$ cat src/rtl/div_sched_pkg.sv
// Shared types for the divide scheduler: op encoding, FSM states, request record
// and small sign helpers used during operand launch and result fix-up.
package Public_Info;

   localparam int unsigned DIV_ITER_DEF = 32;

   typedef enum logic [1:0] {
      DIV  = 2'd0,
      MOD  = 2'd1,
      DIVU = 2'd2,
      MODU = 2'd3
   } div_op_t;

   typedef enum logic [1:0] {
      IDLE = 2'd0,
      CALC = 2'd1,
      DONE = 2'd2
   } sched_state_t;

   typedef struct packed {
      div_op_t     op;
      logic [31:0] src1;
      logic [31:0] src2;
      logic [4:0]  rd;
   } div_req_t;

   function automatic logic is_signed_op(div_op_t op);
      return (op == DIV) || (op == MOD);
   endfunction

   function automatic logic is_rem_op(div_op_t op);
      return (op == MOD) || (op == MODU);
   endfunction

   function automatic logic [31:0] abs32(logic [31:0] v);
      return v[31] ? (32'd0 - v) : v;
   endfunction

endpackage

$ cat src/rtl/div_sched_if.sv
// Request/result bundle between issue logic (master) and the divide scheduler (slave).
interface div_sched_if;
   import Public_Info::*;

   logic        flush;
   logic        ex_stall;
   logic        req_a;
   logic        req_b;
   div_op_t     op_a;
   div_op_t     op_b;
   logic [31:0] src1_a;
   logic [31:0] src2_a;
   logic [31:0] src1_b;
   logic [31:0] src2_b;
   logic [4:0]  rd_a;
   logic [4:0]  rd_b;
   logic        stall_o;
   logic        res_valid;
   logic [31:0] res_data;
   logic [4:0]  res_rd;
   logic        res_lane;

   modport master (
      output flush, ex_stall, req_a, req_b, op_a, op_b,
             src1_a, src2_a, src1_b, src2_b, rd_a, rd_b,
      input  stall_o, res_valid, res_data, res_rd, res_lane
   );

   modport slave (
      input  flush, ex_stall, req_a, req_b, op_a, op_b,
             src1_a, src2_a, src1_b, src2_b, rd_a, rd_b,
      output stall_o, res_valid, res_data, res_rd, res_lane
   );

endinterface

$ cat src/rtl/div_sched_core.sv
// Unsigned restoring shift-subtract divider, one quotient bit per cycle.
// A zero divisor naturally yields quotient all-ones and remainder = dividend.
module div_core
   import Public_Info::*;
#(
   parameter int unsigned DIV_ITER = DIV_ITER_DEF
) (
   input  logic        clk,
   input  logic        rstn,
   input  logic        start,
   input  logic        abort,
   input  logic [31:0] dividend,
   input  logic [31:0] divisor,
   output logic        busy,
   output logic [31:0] quotient,
   output logic [31:0] remainder
);

   localparam int unsigned CW = $clog2(DIV_ITER + 1);

   logic [CW-1:0] cnt_q, cnt_d;
   logic [31:0]   quo_q, quo_d;
   logic [31:0]   rem_q, rem_d;
   logic [31:0]   dvs_q, dvs_d;
   logic [32:0]   rem_shift;
   logic [32:0]   diff;

   always_comb begin
      cnt_d     = cnt_q;
      quo_d     = quo_q;
      rem_d     = rem_q;
      dvs_d     = dvs_q;
      rem_shift = {rem_q, quo_q[31]};
      diff      = rem_shift - {1'b0, dvs_q};
      if (abort) begin
         cnt_d = '0;
      end else if (start) begin
         quo_d = dividend;
         rem_d = '0;
         dvs_d = divisor;
         cnt_d = CW'(DIV_ITER);
      end else if (cnt_q != '0) begin
         if (!diff[32]) begin
            rem_d = diff[31:0];
            quo_d = {quo_q[30:0], 1'b1};
         end else begin
            rem_d = rem_shift[31:0];
            quo_d = {quo_q[30:0], 1'b0};
         end
         cnt_d = cnt_q - 1'b1;
      end
   end

   always_ff @(posedge clk or negedge rstn) begin
      if (!rstn) begin
         cnt_q <= '0;
         quo_q <= '0;
         rem_q <= '0;
         dvs_q <= '0;
      end else begin
         cnt_q <= cnt_d;
         quo_q <= quo_d;
         rem_q <= rem_d;
         dvs_q <= dvs_d;
      end
   end

   assign busy      = (cnt_q != '0);
   assign quotient  = quo_q;
   assign remainder = rem_q;

endmodule

$ cat src/rtl/div_sched.sv
// Two-lane divide scheduler: arbitrates lane A over B (B parked in a one-entry
// pending slot), owns sign handling around the unsigned core, presents registered results.
module div_sched
   import Public_Info::*;
#(
   parameter int unsigned DIV_ITER = DIV_ITER_DEF
) (
   input  logic        clk,
   input  logic        rstn,
   div_sched_if.slave  bus
);

   sched_state_t state_q, state_d;
   div_req_t     pend_q, pend_d;
   logic         pend_vld_q, pend_vld_d;
   div_op_t      op_q, op_d;
   logic [4:0]   rd_q, rd_d;
   logic         lane_q, lane_d;
   logic         neg_quo_q, neg_quo_d;
   logic         neg_rem_q, neg_rem_d;
   logic [31:0]  res_data_q, res_data_d;
   logic [4:0]   res_rd_q, res_rd_d;
   logic         res_lane_q, res_lane_d;

   div_req_t     req_a_s, req_b_s, launch;
   logic         launch_go, launch_lane;
   logic         core_start, core_abort, core_busy;
   logic [31:0]  core_dvd, core_dvs, core_quo, core_rem;
   logic [31:0]  quo_fix, rem_fix;

   assign req_a_s = '{op: bus.op_a, src1: bus.src1_a, src2: bus.src2_a, rd: bus.rd_a};
   assign req_b_s = '{op: bus.op_b, src1: bus.src1_b, src2: bus.src2_b, rd: bus.rd_b};

   always_comb begin
      state_d     = state_q;
      pend_d      = pend_q;
      pend_vld_d  = pend_vld_q;
      op_d        = op_q;
      rd_d        = rd_q;
      lane_d      = lane_q;
      neg_quo_d   = neg_quo_q;
      neg_rem_d   = neg_rem_q;
      res_data_d  = res_data_q;
      res_rd_d    = res_rd_q;
      res_lane_d  = res_lane_q;
      launch      = req_a_s;
      launch_go   = 1'b0;
      launch_lane = 1'b0;
      core_start  = 1'b0;
      core_abort  = 1'b0;
      core_dvd    = '0;
      core_dvs    = '0;
      quo_fix     = neg_quo_q ? (32'd0 - core_quo) : core_quo;
      rem_fix     = neg_rem_q ? (32'd0 - core_rem) : core_rem;

      unique case (state_q)
         IDLE: begin
            if (bus.req_a) begin
               launch_go = 1'b1;
               if (bus.req_b) begin
                  pend_d     = req_b_s;
                  pend_vld_d = 1'b1;
               end
            end else if (bus.req_b) begin
               launch      = req_b_s;
               launch_lane = 1'b1;
               launch_go   = 1'b1;
            end
         end
         CALC: begin
            if (!core_busy) begin
               state_d    = DONE;
               res_data_d = is_rem_op(op_q) ? rem_fix : quo_fix;
               res_rd_d   = rd_q;
               res_lane_d = lane_q;
            end
         end
         DONE: begin
            if (!bus.ex_stall) begin
               if (pend_vld_q) begin
                  launch      = pend_q;
                  launch_lane = 1'b1;
                  launch_go   = 1'b1;
                  pend_vld_d  = 1'b0;
               end else begin
                  state_d = IDLE;
               end
            end
         end
         default: state_d = IDLE;
      endcase

      // A zero divisor keeps the all-ones quotient unsigned-looking, so it is never negated.
      if (launch_go) begin
         state_d    = CALC;
         op_d       = launch.op;
         rd_d       = launch.rd;
         lane_d     = launch_lane;
         neg_quo_d  = is_signed_op(launch.op) && (launch.src1[31] ^ launch.src2[31])
                      && (launch.src2 != '0);
         neg_rem_d  = is_signed_op(launch.op) && launch.src1[31];
         core_start = 1'b1;
         core_dvd   = is_signed_op(launch.op) ? abs32(launch.src1) : launch.src1;
         core_dvs   = is_signed_op(launch.op) ? abs32(launch.src2) : launch.src2;
      end

      if (bus.flush) begin
         state_d    = IDLE;
         pend_vld_d = 1'b0;
         core_start = 1'b0;
         core_abort = 1'b1;
      end
   end

   always_ff @(posedge clk or negedge rstn) begin
      if (!rstn) begin
         state_q    <= IDLE;
         pend_q     <= '0;
         pend_vld_q <= 1'b0;
         op_q       <= DIV;
         rd_q       <= '0;
         lane_q     <= 1'b0;
         neg_quo_q  <= 1'b0;
         neg_rem_q  <= 1'b0;
         res_data_q <= '0;
         res_rd_q   <= '0;
         res_lane_q <= 1'b0;
      end else begin
         state_q    <= state_d;
         pend_q     <= pend_d;
         pend_vld_q <= pend_vld_d;
         op_q       <= op_d;
         rd_q       <= rd_d;
         lane_q     <= lane_d;
         neg_quo_q  <= neg_quo_d;
         neg_rem_q  <= neg_rem_d;
         res_data_q <= res_data_d;
         res_rd_q   <= res_rd_d;
         res_lane_q <= res_lane_d;
      end
   end

   div_core #(.DIV_ITER(DIV_ITER)) u_core (
      .clk       (clk),
      .rstn      (rstn),
      .start     (core_start),
      .abort     (core_abort),
      .dividend  (core_dvd),
      .divisor   (core_dvs),
      .busy      (core_busy),
      .quotient  (core_quo),
      .remainder (core_rem)
   );

   assign bus.stall_o   = ((state_q == IDLE) && (bus.req_a || bus.req_b))
                        || (state_q == CALC)
                        || ((state_q == DONE) && (bus.ex_stall || pend_vld_q));
   assign bus.res_valid = (state_q == DONE);
   assign bus.res_data  = res_data_q;
   assign bus.res_rd    = res_rd_q;
   assign bus.res_lane  = res_lane_q;

endmodule

$ cat src/flat_wrapper.sv
// flat-port wrapper written by rule: the top's interface ports become plain ports
module div_sched_flat import Public_Info::*;
#(
   parameter int unsigned DIV_ITER = DIV_ITER_DEF
)
  (clk, rstn, bus_flush, bus_ex_stall, bus_req_a, bus_req_b, bus_op_a, bus_op_b, bus_src1_a, bus_src2_a, bus_src1_b, bus_src2_b, bus_rd_a, bus_rd_b, bus_stall_o, bus_res_valid, bus_res_data, bus_res_rd, bus_res_lane);
  div_sched_if bus_i ();
  input  logic clk;
  input  logic rstn;
  input wire logic [$bits(bus_i.flush)-1:0] bus_flush;
  input wire logic [$bits(bus_i.ex_stall)-1:0] bus_ex_stall;
  input wire logic [$bits(bus_i.req_a)-1:0] bus_req_a;
  input wire logic [$bits(bus_i.req_b)-1:0] bus_req_b;
  input wire logic [$bits(bus_i.op_a)-1:0] bus_op_a;
  input wire logic [$bits(bus_i.op_b)-1:0] bus_op_b;
  input wire logic [$bits(bus_i.src1_a)-1:0] bus_src1_a;
  input wire logic [$bits(bus_i.src2_a)-1:0] bus_src2_a;
  input wire logic [$bits(bus_i.src1_b)-1:0] bus_src1_b;
  input wire logic [$bits(bus_i.src2_b)-1:0] bus_src2_b;
  input wire logic [$bits(bus_i.rd_a)-1:0] bus_rd_a;
  input wire logic [$bits(bus_i.rd_b)-1:0] bus_rd_b;
  output wire logic [$bits(bus_i.stall_o)-1:0] bus_stall_o;
  output wire logic [$bits(bus_i.res_valid)-1:0] bus_res_valid;
  output wire logic [$bits(bus_i.res_data)-1:0] bus_res_data;
  output wire logic [$bits(bus_i.res_rd)-1:0] bus_res_rd;
  output wire logic [$bits(bus_i.res_lane)-1:0] bus_res_lane;
  assign bus_i.flush = bus_flush;
  assign bus_i.ex_stall = bus_ex_stall;
  assign bus_i.req_a = bus_req_a;
  assign bus_i.req_b = bus_req_b;
  assign bus_i.op_a = bus_op_a;
  assign bus_i.op_b = bus_op_b;
  assign bus_i.src1_a = bus_src1_a;
  assign bus_i.src2_a = bus_src2_a;
  assign bus_i.src1_b = bus_src1_b;
  assign bus_i.src2_b = bus_src2_b;
  assign bus_i.rd_a = bus_rd_a;
  assign bus_i.rd_b = bus_rd_b;
  assign bus_stall_o = bus_i.stall_o;
  assign bus_res_valid = bus_i.res_valid;
  assign bus_res_data = bus_i.res_data;
  assign bus_res_rd = bus_i.res_rd;
  assign bus_res_lane = bus_i.res_lane;
  div_sched #(.DIV_ITER(DIV_ITER)) u_core (.clk(clk), .rstn(rstn), .bus(bus_i));
endmodule
$ cat config.mk
export PLATFORM = sky130hd
export DESIGN_NAME = div_sched_flat
export DESIGN_NICKNAME = d
export VERILOG_FILES = /design/src/rtl/div_sched_pkg.sv /design/src/rtl/div_sched_if.sv /design/src/rtl/div_sched_core.sv /design/src/rtl/div_sched.sv /design/src/flat_wrapper.sv
export SDC_FILE = /design/constraint.sdc
export NUM_CORES = 1
export LEC_CHECK = 0
export ABC_AREA = 0
export BUFFER_PORTS_ARGS = -buffer_cell sky130_fd_sc_hd__buf_2
export CORE_MARGIN = 4
export CORE_UTILIZATION = 60
export DETAILED_ROUTE_END_ITERATION = 6
export PLACE_DENSITY = 0.82
export REMOVE_ABC_BUFFERS = 1
export SYNTH_ARGS = -nofsm -noshare
export SYNTH_HDL_FRONTEND = slang
export SYNTH_HIERARCHICAL = 1
export SYNTH_SLANG_ARGS = --single-unit
export TNS_END_PERCENT = 20
$ cat constraint.sdc
create_clock -name clk -period 5.2 [get_ports clk]
set_clock_uncertainty 0.2 [all_clocks]
set_input_delay 0.52 -clock clk [delete_from_list [all_inputs] [get_ports clk]]
set_output_delay 0.52 -clock clk [all_outputs]
set_load 0.01 [all_outputs]
# Word-level counts from Yosys, hierarchy flattened
# Cells that the tools add are included.
dict set report word_totals {
  register_bits 224
  word_cells 107
}
dict set report classes {
  n_eq_ne 12
  bitwise 3
  mux 44
  reduce_logical 24
  add_sub_neg 6
}
# cell count
set ops {}
lappend ops {{32-bit 2-to-1 mux} 14}
lappend ops {{71-bit 2-to-1 mux} 4}
lappend ops {{71-bit one-hot mux with 2 select lines} 1}
lappend ops {{1-bit by 32-bit subtractor with 32-bit output (first input constant)} 4}
lappend ops {{33-bit by 32-bit subtractor with 33-bit output} 1}
lappend ops {{32-bit nonzero test} 1}
lappend ops {{6-bit 2-to-1 mux} 3}
lappend ops {{1-bit 2-to-1 mux} 13}
lappend ops {{2-bit 2-to-1 mux} 5}
lappend ops {{3-bit inequality test (second input constant)} 3}
lappend ops {{4-bit by 3-bit inequality test with 1-bit output (second input constant)} 2}
lappend ops {{4-bit AND reduction} 2}
lappend ops {{2-bit by 1-bit == test with 1-bit output (second input constant)} 3}
lappend ops {{1-bit logical OR} 6}
lappend ops {{1-bit one-hot mux with 2 select lines} 3}
lappend ops {{2-bit one-hot mux with 3 select lines} 1}
lappend ops {{2-bit AND reduction} 3}
lappend ops {{3-bit nonzero test} 2}
lappend ops {{6-bit nonzero test} 1}
lappend ops {{6-bit by 1-bit subtractor with 6-bit output (second input constant)} 1}
lappend ops {{1-bit logical AND} 5}
lappend ops {{2-bit == test (second input constant)} 2}
lappend ops {{2-bit logical NOT} 2}
lappend ops {{4-bit inequality test (second input constant)} 1}
lappend ops {{5 further kinds} 6}

# Logic depth before layout (Yosys ltp)
dict set report logic_depth {
  word_depth 8
  mapped_depth 17
}

# By module
# The synthesis kept the hierarchy.
# module cells_each instances seq_area_each_um2 area_per_inst_um2
set modules_own_cells {}
lappend modules_own_cells {div_sched 1148 1 3027.9 9640.5}
lappend modules_own_cells {div_core 676 1 2552.4 6204.7}

# Worst setup path after synthesis
# No wires, ideal clock.
dict set report synth_path {
  kind {input port to flip-flop}
  start {input bus_ex_stall}
  end {register u_core.u_core.rem_q[13], in the netlist u_core/u_core/remainder[13]}
  arrival_time_ns 4.100
  stages 17
  n_path_buf 10
  required_ns 4.868
  setup_time_ns 0.132
  path_slack_ns 0.768
  path_cell_list {nor4bb_1 -> buf_2 -> buf_2 -> buf_1 -> buf_1 -> clkbuf_1 -> nor2_1 -> clkbuf_1 -> buf_1 -> nor2_1 -> nor2_1 -> or2_2 -> buf_2 -> buf_2 -> dlygate4sd3_1 -> nand2_1 -> o21ai_1}
}
dict set report synth_via {
  elab_chain_len 6
  elab_cells_between_ends 7
}
# item line
set synth_rtl {}
lappend synth_rtl {{start, declared} flat_wrapper.sv:11} ;# input wire logic [$bits(bus_i.ex_stall)-1:0] bus_ex_stall;
lappend synth_rtl {{1-bit 2-to-1 mux (*)} div_sched.sv:79} ;# if (!bus.ex_stall) begin
lappend synth_rtl {{1-bit one-hot mux with 2 select lines (*)} div_sched.sv:56} ;# unique case (state_q)
lappend synth_rtl {{1-bit 2-to-1 mux (*)} div_sched.sv:94} ;# if (launch_go) begin
lappend synth_rtl {{1-bit 2-to-1 mux (*)} div_sched.sv:107} ;# if (bus.flush) begin
lappend synth_rtl {{net u_core.core_start} div_sched.sv:27} ;# logic core_start, core_abort, core_busy;
lappend synth_rtl {{2-bit nonzero test (no line)} --}
lappend synth_rtl {{2-bit AND reduction (no line)} --}
lappend synth_rtl {{end signal, assigned} div_sched_core.sv:63} ;# rem_q <= rem_d;
lappend synth_rtl {{end, declared} div_sched_core.sv:23} ;# logic [31:0] rem_q, rem_d;
# The timed path passes the listed nets; every way through them passes the cells marked *.
# A chain may end at the register's enable or synchronous reset.

# Worst setup path in the final report
dict set report layout_path {
  start {register u_core.state_q[0]}
  end {register u_core.u_core.quo_q[24], in the netlist u_core/u_core/quotient[24]}
}
dict set report layout_via {
  elab_chain_len 7
  elab_cells_between_ends 16
}
# item line
set layout_rtl {}
lappend layout_rtl {{start, declared} div_sched.sv:13} ;# sched_state_t state_q, state_d;
lappend layout_rtl {{start signal, assigned} div_sched.sv:129} ;# state_q <= state_d;
lappend layout_rtl {{2-bit == test / 2-bit logical NOT (equally long branches)} div_sched.sv:56}
lappend layout_rtl {{71-bit one-hot mux with 2 select lines} div_sched.sv:56}
lappend layout_rtl {{1-bit by 32-bit subtractor with 32-bit output (tied with other cells)} div_sched_pkg.sv:36} ;# return v[31] ? (32'd0 - v) : v;
lappend layout_rtl {{32-bit 2-to-1 mux / 1-bit logical OR (equally long branches)} {div_sched_pkg.sv:36, div_sched_pkg.sv:28}}
lappend layout_rtl {{32-bit 2-to-1 mux} div_sched.sv:103} ;# core_dvd = is_signed_op(launch.op) ? abs32(launch.src1) : launch.src1;
lappend layout_rtl {{32-bit 2-to-1 mux (*)} div_sched.sv:94}
lappend layout_rtl {{net u_core.core_dvd[24]} div_sched.sv:28} ;# logic [31:0] core_dvd, core_dvs, core_quo, core_rem;
lappend layout_rtl {{32-bit 2-to-1 mux (*)} div_sched_core.sv:37} ;# end else if (start) begin
lappend layout_rtl {{end signal, assigned} div_sched_core.sv:62} ;# quo_q <= quo_d;
lappend layout_rtl {{end, declared} div_sched_core.sv:22} ;# logic [31:0] quo_q, quo_d;
# Marked as above.

==> metrics.txt <==
# TYPE chip_impl_metric gauge
chip_impl_info{name="status",value="finished clean"} 1
chip_impl_metric{name="drt-vias-per-instance",unit=""} 6.47
chip_impl_metric{name="dp.final_hpwl",unit="um"} 33800
chip_impl_metric{name="grt_start_max_net_pins",unit=""} 97
chip_impl_metric{name="number_of_setup_buffers_added_after_cts",unit=""} 0
chip_impl_info{name="grt_setup_unrepaired",value="false"} 1
chip_impl_metric{name="worst_ep_required_time",unit="ns"} 5.39
chip_impl_metric{name="design_area",unit="um2"} 17700
chip_impl_metric{name="initial_utilization",unit="%"} 61.0
chip_impl_metric{name="setup_viol",unit=""} 0
chip_impl_metric{name="timing.reg2reg.setup_slack",unit="ns"} 0.84
chip_impl_metric{name="fmaxAchievable",unit="MHz"} 230
chip_impl_metric{name="grt_pass1_vias",unit=""} 13916
chip_impl_metric{name="fp-row-count",unit=""} 59
chip_impl_metric{name="synth_area_per_cell",unit="um2"} 8.69
chip_impl_metric{name="vdd_drop_max",unit="uV"} 607
chip_impl_info{name="critical_path.endpoint_type",value="flip-flop"} 1
chip_impl_metric{name="die_h",unit="um"} 171
chip_impl_metric{name="placed_instance_count",unit=""} 2244
chip_impl_metric{name="placeableCoreArea",unit="um2"} 26000
chip_impl_metric{name="route.antenna.remaining_nets",unit=""} 0
chip_impl_metric{name="drt-total-wl",unit="um"} 46500
chip_impl_info{name="tritoncts",value="built"} 1
chip_impl_metric{name="largest_stage_delay_on_the_critical_path",unit="ns"} 0.80
chip_impl_metric{name="insertedDiodeCount",unit=""} 0
chip_impl_metric{name="synth-async-reset-ratio",unit="%"} 100
chip_impl_metric{name="gpl.final_weighted_congestion",unit=""} 0.947
chip_impl_metric{name="postSynthRegisterBits",unit=""} 223
chip_impl_metric{name="instances_no_fill",unit=""} 2289
chip_impl_metric{name="post_layout_minimum_cycle_time",unit="ns"} 4.36
chip_impl_metric{name="power.static_leakage",unit="nW"} 7.81
chip_impl_metric{name="syn_inst",unit=""} 1824
chip_impl_metric{name="synth_top_cell_area_share",unit="%"} 35.2
chip_impl_metric{name="globalRouteTotalUtil",unit="%"} 30.8
chip_impl_metric{name="timing.max_cap.violations",unit=""} 0
chip_impl_metric{name="synthesis.yosys.warnings",unit=""} 6
chip_impl_metric{name="power_per_cell_area",unit="nW/um2"} 659
chip_impl_metric{name="syn_to_final_growth",unit="%"} 11.8
chip_impl_info{name="path_cells",value="or2_2 -> a21oi_1 -> a221oi_1 -> nand4_2 -> o41ai_1 -> xor2_1 -> nor2_1 -> mux2i_1 -> o21ai_0"} 1
chip_impl_metric{name="ctsHtreeMaxLevel",unit=""} 1
chip_impl_metric{name="die-area",unit="um2"} 29100
chip_impl_metric{name="postCtsHoldBufs",unit=""} 1
chip_impl_info{name="yosys-top-cells-count",value="233 x sky130_fd_sc_hd__nand2_1, 223 x sky130_fd_sc_hd__dfrtp_1, 175 x sky130_fd_sc_hd__o21ai_0"} 1
chip_impl_metric{name="grt_first_pass_wirelength",unit="um"} 73000
chip_impl_metric{name="first_iter_violations",unit=""} 1474
chip_impl_metric{name="synth.distinct_cells",unit=""} 89
chip_impl_info{name="worstSetupPathType",value="reg -> reg"} 1
chip_impl_info{name="worstHoldPathType",value="in -> reg"} 1
chip_impl_metric{name="ctsResizeCount",unit=""} 0
chip_impl_metric{name="yosysSeqAreaShare",unit="%"} 35.2
chip_impl_metric{name="chipWidth",unit="um"} 171
chip_impl_metric{name="clock_sink_count",unit=""} 223
chip_impl_metric{name="timing.critical_path.fanout_max",unit=""} 42
chip_impl_metric{name="ioPinCount",unit=""} 188
chip_impl_metric{name="total_power",unit="mW"} 11.7
chip_impl_info{name="synthMostInstantiatedCell",value="sky130_fd_sc_hd__nand2_1"} 1
chip_impl_info{name="slowest_stage",value="sky130_fd_sc_hd__or2_2"} 1
chip_impl_metric{name="synth_edf_count",unit=""} 0
chip_impl_metric{name="route.vias.total",unit=""} 14817
chip_impl_metric{name="detailed_place.area",unit="um2"} 16900
chip_impl_metric{name="finalNetCount",unit=""} 2121
chip_impl_info{name="synthDominantAreaCellType",value="sky130_fd_sc_hd__dfrtp_1"} 1
chip_impl_info{name="synthTopCellsByArea",value="sky130_fd_sc_hd__dfrtp_1 35%, sky130_fd_sc_hd__mux2_2 5.8%, sky130_fd_sc_hd__o21ai_0 5.5%"} 1
chip_impl_metric{name="grt_overflow",unit=""} 0
chip_impl_info{name="crit_path_end",value="u_core/u_core/quotient[24]$_DFFE_PN0P_"} 1
chip_impl_metric{name="hold_slack",unit="ns"} 0.0218
chip_impl_metric{name="detail_route.wl_per_cell",unit="um"} 20.3
chip_impl_metric{name="fin_util",unit="%"} 68.2
chip_impl_metric{name="insertion_delay",unit="ns"} 0.54
chip_impl_metric{name="finalHoldViolations",unit=""} 0
chip_impl_metric{name="antenna_found_initial",unit=""} 1
chip_impl_metric{name="layout.filler_cells",unit=""} 2089
chip_impl_metric{name="buffer_ports.inserted",unit=""} 187
chip_impl_metric{name="r2r_cells",unit=""} 9
chip_impl_metric{name="drc",unit=""} 0
chip_impl_info{name="yosys_most_used_dff",value="sky130_fd_sc_hd__dfrtp_1"} 1
chip_impl_metric{name="worst_slew_margin_relative_to_its_limit",unit="%"} 27.4
chip_impl_metric{name="cp_data_arrival_time",unit="ns"} 4.55
chip_impl_info{name="setup.worst_path.start",value="u_core/state_q[0]$_DFFE_PN0P_"} 1
chip_impl_info{name="worst_r2r_startpoint",value="u_core/state_q[0]$_DFFE_PN0P_"} 1
chip_impl_metric{name="clk_pin_slew",unit="ns"} 0.06
chip_impl_info{name="cts_root_buf",value="sky130_fd_sc_hd__clkbuf_16"} 1
chip_impl_metric{name="layout-drive-gt1-share",unit="%"} 19.0
chip_impl_metric{name="synth.cell_area",unit="um2"} 15800
chip_impl_info{name="regToRegEndpoint",value="u_core/u_core/quotient[24]$_DFFE_PN0P_"} 1
chip_impl_metric{name="first_pass_iters",unit=""} 6
chip_impl_info{name="timing.critical_path.from_type",value="flip-flop"} 1
chip_impl_metric{name="clock_tree.buffer_depth",unit=""} 3
chip_impl_metric{name="post-route-period-util",unit="%"} 83.8
chip_impl_metric{name="cts_made_buffers",unit=""} 25
chip_impl_metric{name="finalMaxSlewViolations",unit=""} 0
chip_impl_metric{name="max_slew.worst_pin.slew",unit="ns"} 1.08
-- stage by stage --
stage	setup WS, ns	TNS [ns]
final	0.845	0
after global routing	0.640	0
after CTS	0.938	0
after detailed placement	0.927	0
after global placement	0.982	0
after floorplan	-10.41	-1011.54
-- critical path, delay by kind of cell, from the launching register on --
kind | cells | cell delay (ns)
AO/OA/AOI/OAI | 4 | 1.48
multiplexers | 1 | 0.18
AND/OR/NAND/NOR | 3 | 1.44
XOR/XNOR | 1 | 0.18
flip-flops | 1 | 0.71
-- logic make-up (layout without fill, tap and decap cells) --
family          Yosys count  count (layout)  synth area share (%)
flops                   223             223                  35.2
buf+inv                 204             334                  5.54
simple gates            529             529                  15.7
fa+ha+maj                36              36                  2.89
xor+xnor                145             145                  8.13
mux                     168             168                  11.3
compound gates          519             519                  21.2
-- state kept, by name, summed over array words and instances, names as in the netlist --
register                 flops
u_core/bus.res_data         32
u_core/bus.res_lane          1
u_core/bus.res_rd            5
u_core/lane_q                1
u_core/neg_quo_q             1
u_core/neg_rem_q             1
u_core/op_q                  1
u_core/pend_q               71
u_core/pend_vld_q            1
u_core/rd_q                  5
u_core/state_q               2
u_core/u_core/cnt_q          6
u_core/u_core/dvs_q         32
u_core/u_core/quotient      32
u_core/u_core/remainder     32
-- cells in the final DEF, fill, tap and decap left out, types with 8 or more instances in the layout --
cell type,n
sky130_fd_sc_hd__o21ai_1,34
sky130_fd_sc_hd__buf_2,186
sky130_fd_sc_hd__nand4_1,16
sky130_fd_sc_hd__xor2_1,89
sky130_fd_sc_hd__xnor2_1,55
sky130_fd_sc_hd__nor2b_1,8
sky130_fd_sc_hd__nor3_1,31
sky130_fd_sc_hd__and3_1,14
sky130_fd_sc_hd__nand2b_1,11
sky130_fd_sc_hd__o221ai_1,26
sky130_fd_sc_hd__ha_1,35
sky130_fd_sc_hd__nor4_1,15
sky130_fd_sc_hd__a221oi_1,10
sky130_fd_sc_hd__nand3_1,22
sky130_fd_sc_hd__a22o_1,10
sky130_fd_sc_hd__a21oi_1,79
sky130_fd_sc_hd__o41ai_1,13
sky130_fd_sc_hd__mux2_2,81
sky130_fd_sc_hd__o21ai_0,174
sky130_fd_sc_hd__inv_1,79
sky130_fd_sc_hd__a21o_1,18
sky130_fd_sc_hd__and2_1,11
sky130_fd_sc_hd__a31oi_1,20
sky130_fd_sc_hd__o31ai_1,30
sky130_fd_sc_hd__clkbuf_16,25
sky130_fd_sc_hd__a32oi_1,8
sky130_fd_sc_hd__buf_4,22
sky130_fd_sc_hd__dfrtp_1,223
sky130_fd_sc_hd__mux2i_1,87
sky130_fd_sc_hd__nand2_1,233
sky130_fd_sc_hd__or3_1,13
sky130_fd_sc_hd__nor2_1,111
sky130_fd_sc_hd__a22oi_1,28
-- layer usage --
metal	up-vias	share of wire, %	global-route usage (%)
li1	6790	-	-
met1	7118	42	44.0
met2	793	46	48.0
met3	114	8.8	4.67
met4	2	3.5	11.3
met5	-	0.015	0
-- report_power, final --
part | leakage [nW] | internal, mW | switching (mW)
clock network | 0.411 | 1.08 | 0.735
registers | 2.80 | 2.49 | 0.740
logic | 4.60 | 2.68 | 3.96
-- how the worst min path moves through the flow --
stage                                              from  slack (ns)                                  end  cells past startpoint
floorplan                                          rstn        0.02   u_core/bus.res_data[0]$_DFFE_PN0P_                      0
global placement    u_core/bus.res_data[17]$_DFFE_PN0P_        0.26  u_core/bus.res_data[17]$_DFFE_PN0P_                      1
detailed placement  u_core/bus.res_data[15]$_DFFE_PN0P_        0.26  u_core/bus.res_data[15]$_DFFE_PN0P_                      1
CTS                                      bus_src1_b[30]        0.01        u_core/pend_q[67]$_DFFE_PN0P_                      2
global route                                bus_op_b[1]        0.03        u_core/pend_q[70]$_DFFE_PN0P_                      2
finish                                   bus_src1_b[30]        0.02        u_core/pend_q[67]$_DFFE_PN0P_                      2
-- area by class of cell --
cell class / count / area (um2) / area share, %
tap: 335 / 419 / 2.37
multi-input combinational: 1397 / 9440 / 53.3
inverter: 79 / 297 / 1.67
clock inverter: 6 / 87.6 / 0.494
timing repair buffer: 211 / 1140 / 6.44
clock buffer: 38 / 744 / 4.20
sequential: 223 / 5580 / 31.5
Power figures use the tool's default switching activity.
